[src/rtl/axioma_ac_pkg.sv]
// Shared constants and types for the multi-channel analog comparator.
package axioma_ac_pkg;

  // Register offsets from ADDR_BASE
  localparam logic [5:0] OFF_ACSR   = 6'd0;
  localparam logic [5:0] OFF_ACMUX  = 6'd1;
  localparam logic [5:0] OFF_ACFILT = 6'd2;
  localparam logic [5:0] OFF_ACCNT  = 6'd3;

  // ACSR bit positions
  localparam int ACSR_ACD  = 7;
  localparam int ACSR_ACBG = 6;
  localparam int ACSR_ACO  = 5;
  localparam int ACSR_ACI  = 4;
  localparam int ACSR_ACIE = 3;
  localparam int ACSR_ACIC = 2;

  // ACMUX bit positions
  localparam int ACMUX_ACME = 7;

  localparam logic [7:0] ACCNT_MAX = 8'hFF;

  typedef enum logic [1:0] {
    ACIS_TOGGLE = 2'b00,
    ACIS_RSVD   = 2'b01,
    ACIS_FALL   = 2'b10,
    ACIS_RISE   = 2'b11
  } acis_t;

  typedef enum logic [1:0] {
    ST_DISABLED = 2'd0,
    ST_STARTUP  = 2'd1,
    ST_RUN      = 2'd2
  } ac_state_t;

  // True when an ACO transition matches the selected interrupt mode
  function automatic logic edge_qualified(input acis_t mode, input logic rise,
                                          input logic fall);
    case (mode)
      ACIS_TOGGLE: return rise | fall;
      ACIS_FALL:   return fall;
      ACIS_RISE:   return rise;
      default:     return 1'b0;
    endcase
  endfunction

endpackage

[src/rtl/axioma_ac_filter.sv]
// Glitch filter: owns the filter counter and the filtered ACO register.
// A raw level must differ from ACO for filt+1 consecutive cycles to be taken.
module axioma_ac_filter #(
  parameter int FILT_W = 4
) (
  input  logic              clk,
  input  logic              reset,
  input  logic              raw_q,
  input  logic [FILT_W-1:0] filt,
  input  logic              clr,       // force ACO and counter to 0, no edge
  input  logic              fcnt_clr,  // restart the filter window only
  input  logic              load,      // take raw_q directly, no edge
  input  logic              en,        // normal filtering
  output logic              out,
  output logic              edge_rise,
  output logic              edge_fall
);

  localparam logic [FILT_W-1:0] FCNT_MAX = '1;

  logic [FILT_W-1:0] fcnt;
  logic              fire;

  assign fire      = en & ~fcnt_clr & (raw_q != out) & (fcnt == filt);
  assign edge_rise = fire & raw_q;
  assign edge_fall = fire & ~raw_q;

  // Filter counter and filtered output register
  always_ff @(posedge clk or posedge reset) begin
    if (reset) begin
      out  <= 1'b0;
      fcnt <= '0;
    end else if (clr) begin
      out  <= 1'b0;
      fcnt <= '0;
    end else if (load) begin
      out  <= raw_q;
      fcnt <= '0;
    end else if (fire) begin
      out  <= raw_q;
      fcnt <= '0;
    end else if (!en || fcnt_clr || (raw_q == out)) begin
      fcnt <= '0;
    end else if (fcnt != FCNT_MAX) begin
      fcnt <= fcnt + 1'b1;
    end
  end

endmodule

[src/rtl/axioma_analog_comp_mc.sv]
// Multi-channel analog comparator with synchronisers, startup sequencing,
// glitch filter, saturating event counter and input-capture trigger.
module axioma_analog_comp_mc
  import axioma_ac_pkg::*;
#(
  parameter int         N_CH        = 4,
  parameter int         FILT_W      = 4,
  parameter int         STARTUP_CYC = 15,
  parameter logic [5:0] ADDR_BASE   = 6'h10
) (
  input  logic            clk,
  input  logic            reset,
  input  logic            ain0,
  input  logic            ain1,
  input  logic [N_CH-1:0] ain_n,
  input  logic            bandgap_in,
  input  logic [5:0]      io_addr,
  input  logic [7:0]      io_data_in,
  output logic [7:0]      io_data_out,
  input  logic            io_read,
  input  logic            io_write,
  output logic            analog_comp_interrupt,
  output logic            icp_trigger,
  output logic            debug_aco,
  output logic [1:0]      debug_state
);

  localparam int         SEL_BITS     = (N_CH > 1) ? $clog2(N_CH) : 0;
  localparam logic [2:0] SEL_MASK     = 3'((1 << SEL_BITS) - 1);
  localparam logic [7:0] STARTUP_LAST = 8'(STARTUP_CYC - 1);
  localparam logic [5:0] A_ACSR       = ADDR_BASE + OFF_ACSR;
  localparam logic [5:0] A_ACMUX      = ADDR_BASE + OFF_ACMUX;
  localparam logic [5:0] A_ACFILT     = ADDR_BASE + OFF_ACFILT;
  localparam logic [5:0] A_ACCNT      = ADDR_BASE + OFF_ACCNT;

  // Control/status registers
  logic              acd, acbg, aci, acie, acic, acme;
  acis_t             acis;
  logic [2:0]        sel;
  logic [FILT_W-1:0] filt;
  logic [7:0]        accnt;

  // Synchronised inputs, packed as {bandgap, ain1, ain0, ain_n}
  logic [N_CH+2:0] sync1, sync2;
  logic [N_CH-1:0] ain_n_s;
  logic            ain0_s, ain1_s, bg_s, chan_s;
  logic            pos, neg, raw_q;

  ac_state_t state, state_d;
  logic [7:0] startup_cnt, startup_cnt_d;
  logic       flt_clr, flt_load, flt_en;
  logic       aco, edge_rise, edge_fall, evt;

  logic wr_acsr, wr_acmux, wr_acfilt, wr_accnt, acd_next;

  assign wr_acsr   = io_write && (io_addr == A_ACSR);
  assign wr_acmux  = io_write && (io_addr == A_ACMUX);
  assign wr_acfilt = io_write && (io_addr == A_ACFILT);
  assign wr_accnt  = io_write && (io_addr == A_ACCNT);

  // A disable write takes effect on the same edge that stores it
  assign acd_next = wr_acsr ? io_data_in[ACSR_ACD] : acd;

  // Two-flop synchronisers on every analog-derived level
  always_ff @(posedge clk or posedge reset) begin
    // NOTE: non-blocking assignments keep the two stages distinct flops;
    // a blocking '=' here would collapse the synchroniser to one stage.
    if (reset) begin
      sync1 <= '0;
      sync2 <= '0;
    end else begin
      sync1 <= {bandgap_in, ain1, ain0, ain_n};
      sync2 <= sync1;
    end
  end

  assign ain_n_s = sync2[N_CH-1:0];
  assign ain0_s  = sync2[N_CH];
  assign ain1_s  = sync2[N_CH+1];
  assign bg_s    = sync2[N_CH+2];

  // Negative-input channel mux; out-of-range selects read as 0
  always_comb begin
    // NOTE: default first so every path assigns chan_s and no latch is inferred.
    chan_s = 1'b0;
    for (int i = 0; i < N_CH; i++) begin
      if (sel == 3'(i)) chan_s = ain_n_s[i];
    end
  end

  assign pos = acbg ? bg_s : ain0_s;
  assign neg = acme ? chan_s : ain1_s;

  // Comparator: decisive when operands differ, otherwise hold
  always_ff @(posedge clk or posedge reset) begin
    if (reset)             raw_q <= 1'b0;
    else if (pos && !neg)  raw_q <= 1'b1;
    else if (!pos && neg)  raw_q <= 1'b0;
  end

  // FSM state and startup counter registers
  always_ff @(posedge clk or posedge reset) begin
    if (reset) begin
      state       <= ST_STARTUP;
      startup_cnt <= '0;
    end else begin
      state       <= state_d;
      startup_cnt <= startup_cnt_d;
    end
  end

  // FSM next-state and filter control
  always_comb begin
    state_d       = state;
    startup_cnt_d = startup_cnt;
    flt_clr       = 1'b0;
    flt_load      = 1'b0;
    flt_en        = 1'b0;
    if (acd_next) begin
      state_d       = ST_DISABLED;
      startup_cnt_d = '0;
      flt_clr       = 1'b1;
    end else begin
      case (state)
        ST_DISABLED: begin
          state_d       = ST_STARTUP;
          startup_cnt_d = '0;
          flt_clr       = 1'b1;
        end
        ST_STARTUP: begin
          if (startup_cnt == STARTUP_LAST) begin
            state_d       = ST_RUN;
            startup_cnt_d = '0;
            flt_load      = 1'b1;
          end else begin
            startup_cnt_d = startup_cnt + 8'd1;
            flt_clr       = 1'b1;
          end
        end
        ST_RUN: flt_en = 1'b1;
        default: begin
          state_d       = ST_DISABLED;
          startup_cnt_d = '0;
          flt_clr       = 1'b1;
        end
      endcase
    end
  end

  axioma_ac_filter #(.FILT_W(FILT_W)) u_filter (
    .clk       (clk),
    .reset     (reset),
    .raw_q     (raw_q),
    .filt      (filt),
    .clr       (flt_clr),
    .fcnt_clr  (wr_acmux | wr_acfilt),
    .load      (flt_load),
    .en        (flt_en),
    .out       (aco),
    .edge_rise (edge_rise),
    .edge_fall (edge_fall)
  );

  assign evt = edge_qualified(acis, edge_rise, edge_fall);

  // ACSR writable fields; ACO and ACI are not written directly
  always_ff @(posedge clk or posedge reset) begin
    if (reset) begin
      acd  <= 1'b0;
      acbg <= 1'b0;
      acie <= 1'b0;
      acic <= 1'b0;
      acis <= ACIS_TOGGLE;
    end else if (wr_acsr) begin
      acd  <= io_data_in[ACSR_ACD];
      acbg <= io_data_in[ACSR_ACBG];
      acie <= io_data_in[ACSR_ACIE];
      acic <= io_data_in[ACSR_ACIC];
      acis <= acis_t'(io_data_in[1:0]);
    end
  end

  // Interrupt flag: a qualified edge beats a write-one-to-clear
  always_ff @(posedge clk or posedge reset) begin
    if (reset)                                aci <= 1'b0;
    else if (evt)                             aci <= 1'b1;
    else if (wr_acsr && io_data_in[ACSR_ACI]) aci <= 1'b0;
  end

  // ACMUX and ACFILT registers
  always_ff @(posedge clk or posedge reset) begin
    if (reset) begin
      acme <= 1'b0;
      sel  <= '0;
      filt <= '0;
    end else begin
      if (wr_acmux) begin
        acme <= io_data_in[ACMUX_ACME];
        sel  <= io_data_in[2:0] & SEL_MASK;
      end
      if (wr_acfilt) filt <= io_data_in[FILT_W-1:0];
    end
  end

  // Saturating event counter; clear-by-write still counts a coincident edge
  always_ff @(posedge clk or posedge reset) begin
    if (reset)                             accnt <= '0;
    else if (wr_accnt)                     accnt <= evt ? 8'd1 : 8'd0;
    else if (evt && (accnt != ACCNT_MAX))  accnt <= accnt + 8'd1;
  end

  // Combinational read mux
  always_comb begin
    io_data_out = '0;
    if (io_read) begin
      if (io_addr == A_ACSR)        io_data_out = {acd, acbg, aco, aci, acie, acic, acis};
      else if (io_addr == A_ACMUX)  io_data_out = {acme, 4'b0000, sel};
      else if (io_addr == A_ACFILT) io_data_out = 8'(filt);
      else if (io_addr == A_ACCNT)  io_data_out = accnt;
    end
  end

  assign analog_comp_interrupt = aci & acie;
  assign icp_trigger           = aco & acic;
  assign debug_aco             = aco;
  assign debug_state           = state;

endmodule

[config.mk]
export PLATFORM = sky130hd
export DESIGN_NAME = axioma_analog_comp_mc
export DESIGN_NICKNAME = d
export VERILOG_FILES = /design/src/rtl/axioma_ac_pkg.sv /design/src/rtl/axioma_ac_filter.sv /design/src/rtl/axioma_analog_comp_mc.sv
export SDC_FILE = /design/constraint.sdc
export NUM_CORES = 1
export LEC_CHECK = 0
export BUFFER_PORTS_ARGS = -buffer_cell sky130_fd_sc_hd__buf_4
export CORE_ASPECT_RATIO = 1.4
export CORE_MARGIN = 3
export CORE_UTILIZATION = 55
export DETAILED_ROUTE_END_ITERATION = 8
export PLACE_DENSITY = 0.82
export SLEW_MARGIN = 15
export SYNTH_ARGS = -nofsm -noshare
export SYNTH_HDL_FRONTEND = slang
export SYNTH_SLANG_ARGS = --single-unit
[constraint.sdc]
create_clock -name clk -period 2.5 [get_ports clk]
set_input_delay 0 -clock clk [delete_from_list [all_inputs] [get_ports clk]]
set_output_delay 0 -clock clk [all_outputs]
set_load 0.01 [all_outputs]
==> results.tsv <==
stage	metric	value	unit
sta	period_needed	2.19	ns
clock_network	numClockSinks	52	
synth	yosys-top-cells-area	dfrtp_1 (49%), mux2_2 (6.5%), nor2_1 (3.2%)	
synth	synth_top_area_cell	dfrtp_1	
routing	drt_iter0_drc	127	
synth	syn_inst	238	
worst_setup_path	setup.worst_path.class	register to register	
min_path	hold_path_end	aci	
synth	synth_common_cells	dfrtp_1 (51), nor2_1 (22), nand2_1 (19)	
worst_setup_path	worst-path-max-fanout	14	
clock_network	cts_htree_levels	2	
clock_network	cts_resized	0	
routing	drt_wl_total	5.33	mm
power	p_switching	0.519	mW
worst_setup_path	reg2reg_depth	5	
routing	ant_nets	0	
die	die_h	87.5	µm
finish	utilization	0.702	
synth	synthDistinctLibCells	54	
die	die_w	64.2	µm
die	rows	29	
sta	rsz0062_at_grt	false	
worst_setup_path	reg2reg_slack	0.31	ns
die	start_util	0.571	
routing	viasPerCell	5.75	
routing	drc	0	
sta	skew	0.00554	ns
finish	final_cell_area	3210	µm²
global_route	grtUsageTotal	0.205	
routing	wl_per_cell	15.1	µm
synth	synth_top_area_frac	0.489	
sta	drv_slew	0	
die	fp.coreArea	4570	µm²
clock_network	numCtsBuffers	5	
clock_network	cts_tree	built	
clock_network	root_buffer	clkbuf_8	
worst_setup_path	rr_endpoint	accnt[3]	
sta	worst_pin_slew	0.853	ns
sta	slew_headroom	0.431	
power	p_seq_frac	0.529	
synth	syn_area	2610	µm²
finish	drive_above_1_share	0.260	
clock_network	max-clock-path-buffers	2	
worst_setup_path	r2r_start	u_filter.fcnt[3]	
min_path	hp-class	primary input to register	
min_path	min_path_cells	5	
routing	drtPass1Iterations	4	
sta	post-route-period-util	0.875	
power	intPower	1.40	mW
power	p_per_area	596	nW/µm²
global_route	grt_overflow	0	
routing	dr_total_vias	2037	
synth	synth_edf_count	0	
finish	num-nets-final	321	
die	die-area	5620	µm²
worst_setup_path	worst_ep_arrival_time	2.42	ns
power	p_total	1.91	mW
finish	area_growth	23.0	%
sta	finalHoldViolations	0	
placed_design	port_buffers	36	
worst_setup_path	startpoint_type	register	
power	switching_share	0.271	
finish	fillers	351	
finish	diodes	0	
worst_setup_path	required	2.73	ns
synth	ys_warn_count	0	
synth	ys_seq_area_frac	0.499	
clock_network	postCtsSetupBuffers	0	
min_path	min_from	io_addr[0]	
placed_design	place_area	2940	µm²
sta	setup_violations	0	
global_route	antenna_found_initial	0	
power	p_comb_frac	0.169	
placed_design	gp_congestion	0.880	
synth	yosysMostFrequentCell	dfrtp_1	
placed_design	hpwl	3.87	mm
synth	synth-async-reset-ratio	1.00	
sta	setup_tns	0	ns
synth	syn_area_per_cell	11.0	µm²
clock_network	clock_latency	0.30	ns
clock_network	cts_hold_buf	15	
global_route	grt_pass1_vias	1989	
sta	max_freq	457	MHz
sta	holdWs	0.176	ns
power	power_frac_clock	0.302	
global_route	grt_pass1_wl	9.07	mm
worst_setup_path	crit_path_end_kind	register	
flow_run	cap_violations	0	
power	vdd_ir_drop_max	0.564	mV
synth	syn_nets	268	
die	io_pins	38	
run_status	outcome	finished, final reports clean	
global_route	grt_max_degree	53	
power	p_leak	1.45	nW
clock_network	cts.clk_slew.worst_paths	0.10	ns
synth	synth-seq-cells	52	
synth	synthFlopType	dfrtp_1	
-- final cells by class --
cell class / instances / area [µm²] / share of cell area
sequential: 52 / 1300 / 0.406
multi-input combinational: 174 / 1260 / 0.391
timing repair buffer: 54 / 443 / 0.138
tap: 62 / 77.6 / 0.0242
clock buffer: 5 / 68.8 / 0.0214
clock inverter: 3 / 46.3 / 0.0144
inverter: 4 / 16.3 / 0.00507
-- worst max-delay path, cell delays in order (launching register included) --
cell,delay (ns)
dfrtp_1,0.44
xor2_1,0.19
nor4_4,0.39
o2111ai_2,0.38
or4_1,0.57
a21oi_1,0.15
-- cells by family (layout without fill, tap and decap cells) --
kind of cell | after synthesis | in the layout | share of synthesized area
xor gates and xnor gates | 10 | 10 | 0.0336
DFF | 52 | 52 | 0.499
muxes | 22 | 22 | 0.106
adders and majority gates | 5 | 5 | 0.0240
and+or+nand+nor | 91 | 91 | 0.195
buffers and inverters | 12 | 66 | 0.0197
AOI/OAI and AO/OA | 46 | 46 | 0.123
-- how the worst max path moves through the flow --
stage / startpoint / endpoint / slack, ns / cells past startpoint
3_5_place_dp: u_filter.fcnt[3] / accnt[3] / 0.34 / 5
2_1_floorplan: u_filter.fcnt[0] / accnt[3] / 0.70 / 5
5_1_grt: u_filter.fcnt[3] / accnt[3] / 0.18 / 5
4_1_cts: u_filter.fcnt[3] / accnt[3] / 0.29 / 5
6_report: u_filter.fcnt[3] / accnt[3] / 0.31 / 5
3_3_place_gp: u_filter.fcnt[3] / accnt[4] / 0.39 / 5
-- per-layer routing --
| metal | global-route usage | vias to the layer above | wire, µm |
|---|---|---|---|
| li1 | - | 980 | - |
| met5 | 0 | - | 0 |
| met4 | 0.0750 | 0 | 116 |
| met3 | 0.0401 | 10 | 265 |
| met2 | 0.366 | 67 | 2840 |
| met1 | 0.246 | 980 | 2110 |
-- per-stage QoR --
stage               std cells  setup WS [ns]
floorplan                 238          0.698
global placement          331          0.388
detailed placement        331          0.341
CTS                       354          0.291
global route              354          0.177
finish                    354          0.313
-- registers in the layout, indices dropped and copies added (netlist names), 2 cells and up --
name / cells
sync2: 7
accnt: 8
acis: 2
startup_cnt: 8
sel: 2
u_filter.fcnt: 4
filt: 4
sync1: 7
debug_state: 2
-- placed cells by master, fill, tap and decap left out, types with 4 or more instances in the layout --
| cell type | Yosys | routed |
|---|---|---|
| mux2i_1 | 4 | 4 |
| xor2_1 | 6 | 6 |
| ha_1 | 5 | 5 |
| or3_1 | 5 | 5 |
| a22oi_1 | 5 | 5 |
| xnor2_1 | 4 | 4 |
| nand2_1 | 19 | 19 |
| o31ai_1 | 4 | 4 |
| nor2_1 | 22 | 22 |
| nor3_1 | 5 | 5 |
| dlygate4sd3_1 | 0 | 15 |
| dfrtp_1 | 51 | 51 |
| o21ai_0 | 11 | 11 |
| buf_4 | 1 | 39 |
| mux2_2 | 15 | 15 |
| nand3_1 | 9 | 9 |
| clkbuf_8 | 0 | 5 |
| a21oi_1 | 10 | 10 |
-- power by group through the flow --
stage | Sequential, mW | Clock, mW | Combinational, mW
global placement | 1.02 | 0 | 0.294
floorplan | 1.00 | 0 | 0.227
finish | 1.01 | 0.579 | 0.323
CTS | 1.01 | 0.599 | 0.327
global route | 1.03 | 0.622 | 0.363
detailed placement | 1.03 | 0 | 0.303
No activity file was read; power rests on OpenSTA's default activity.
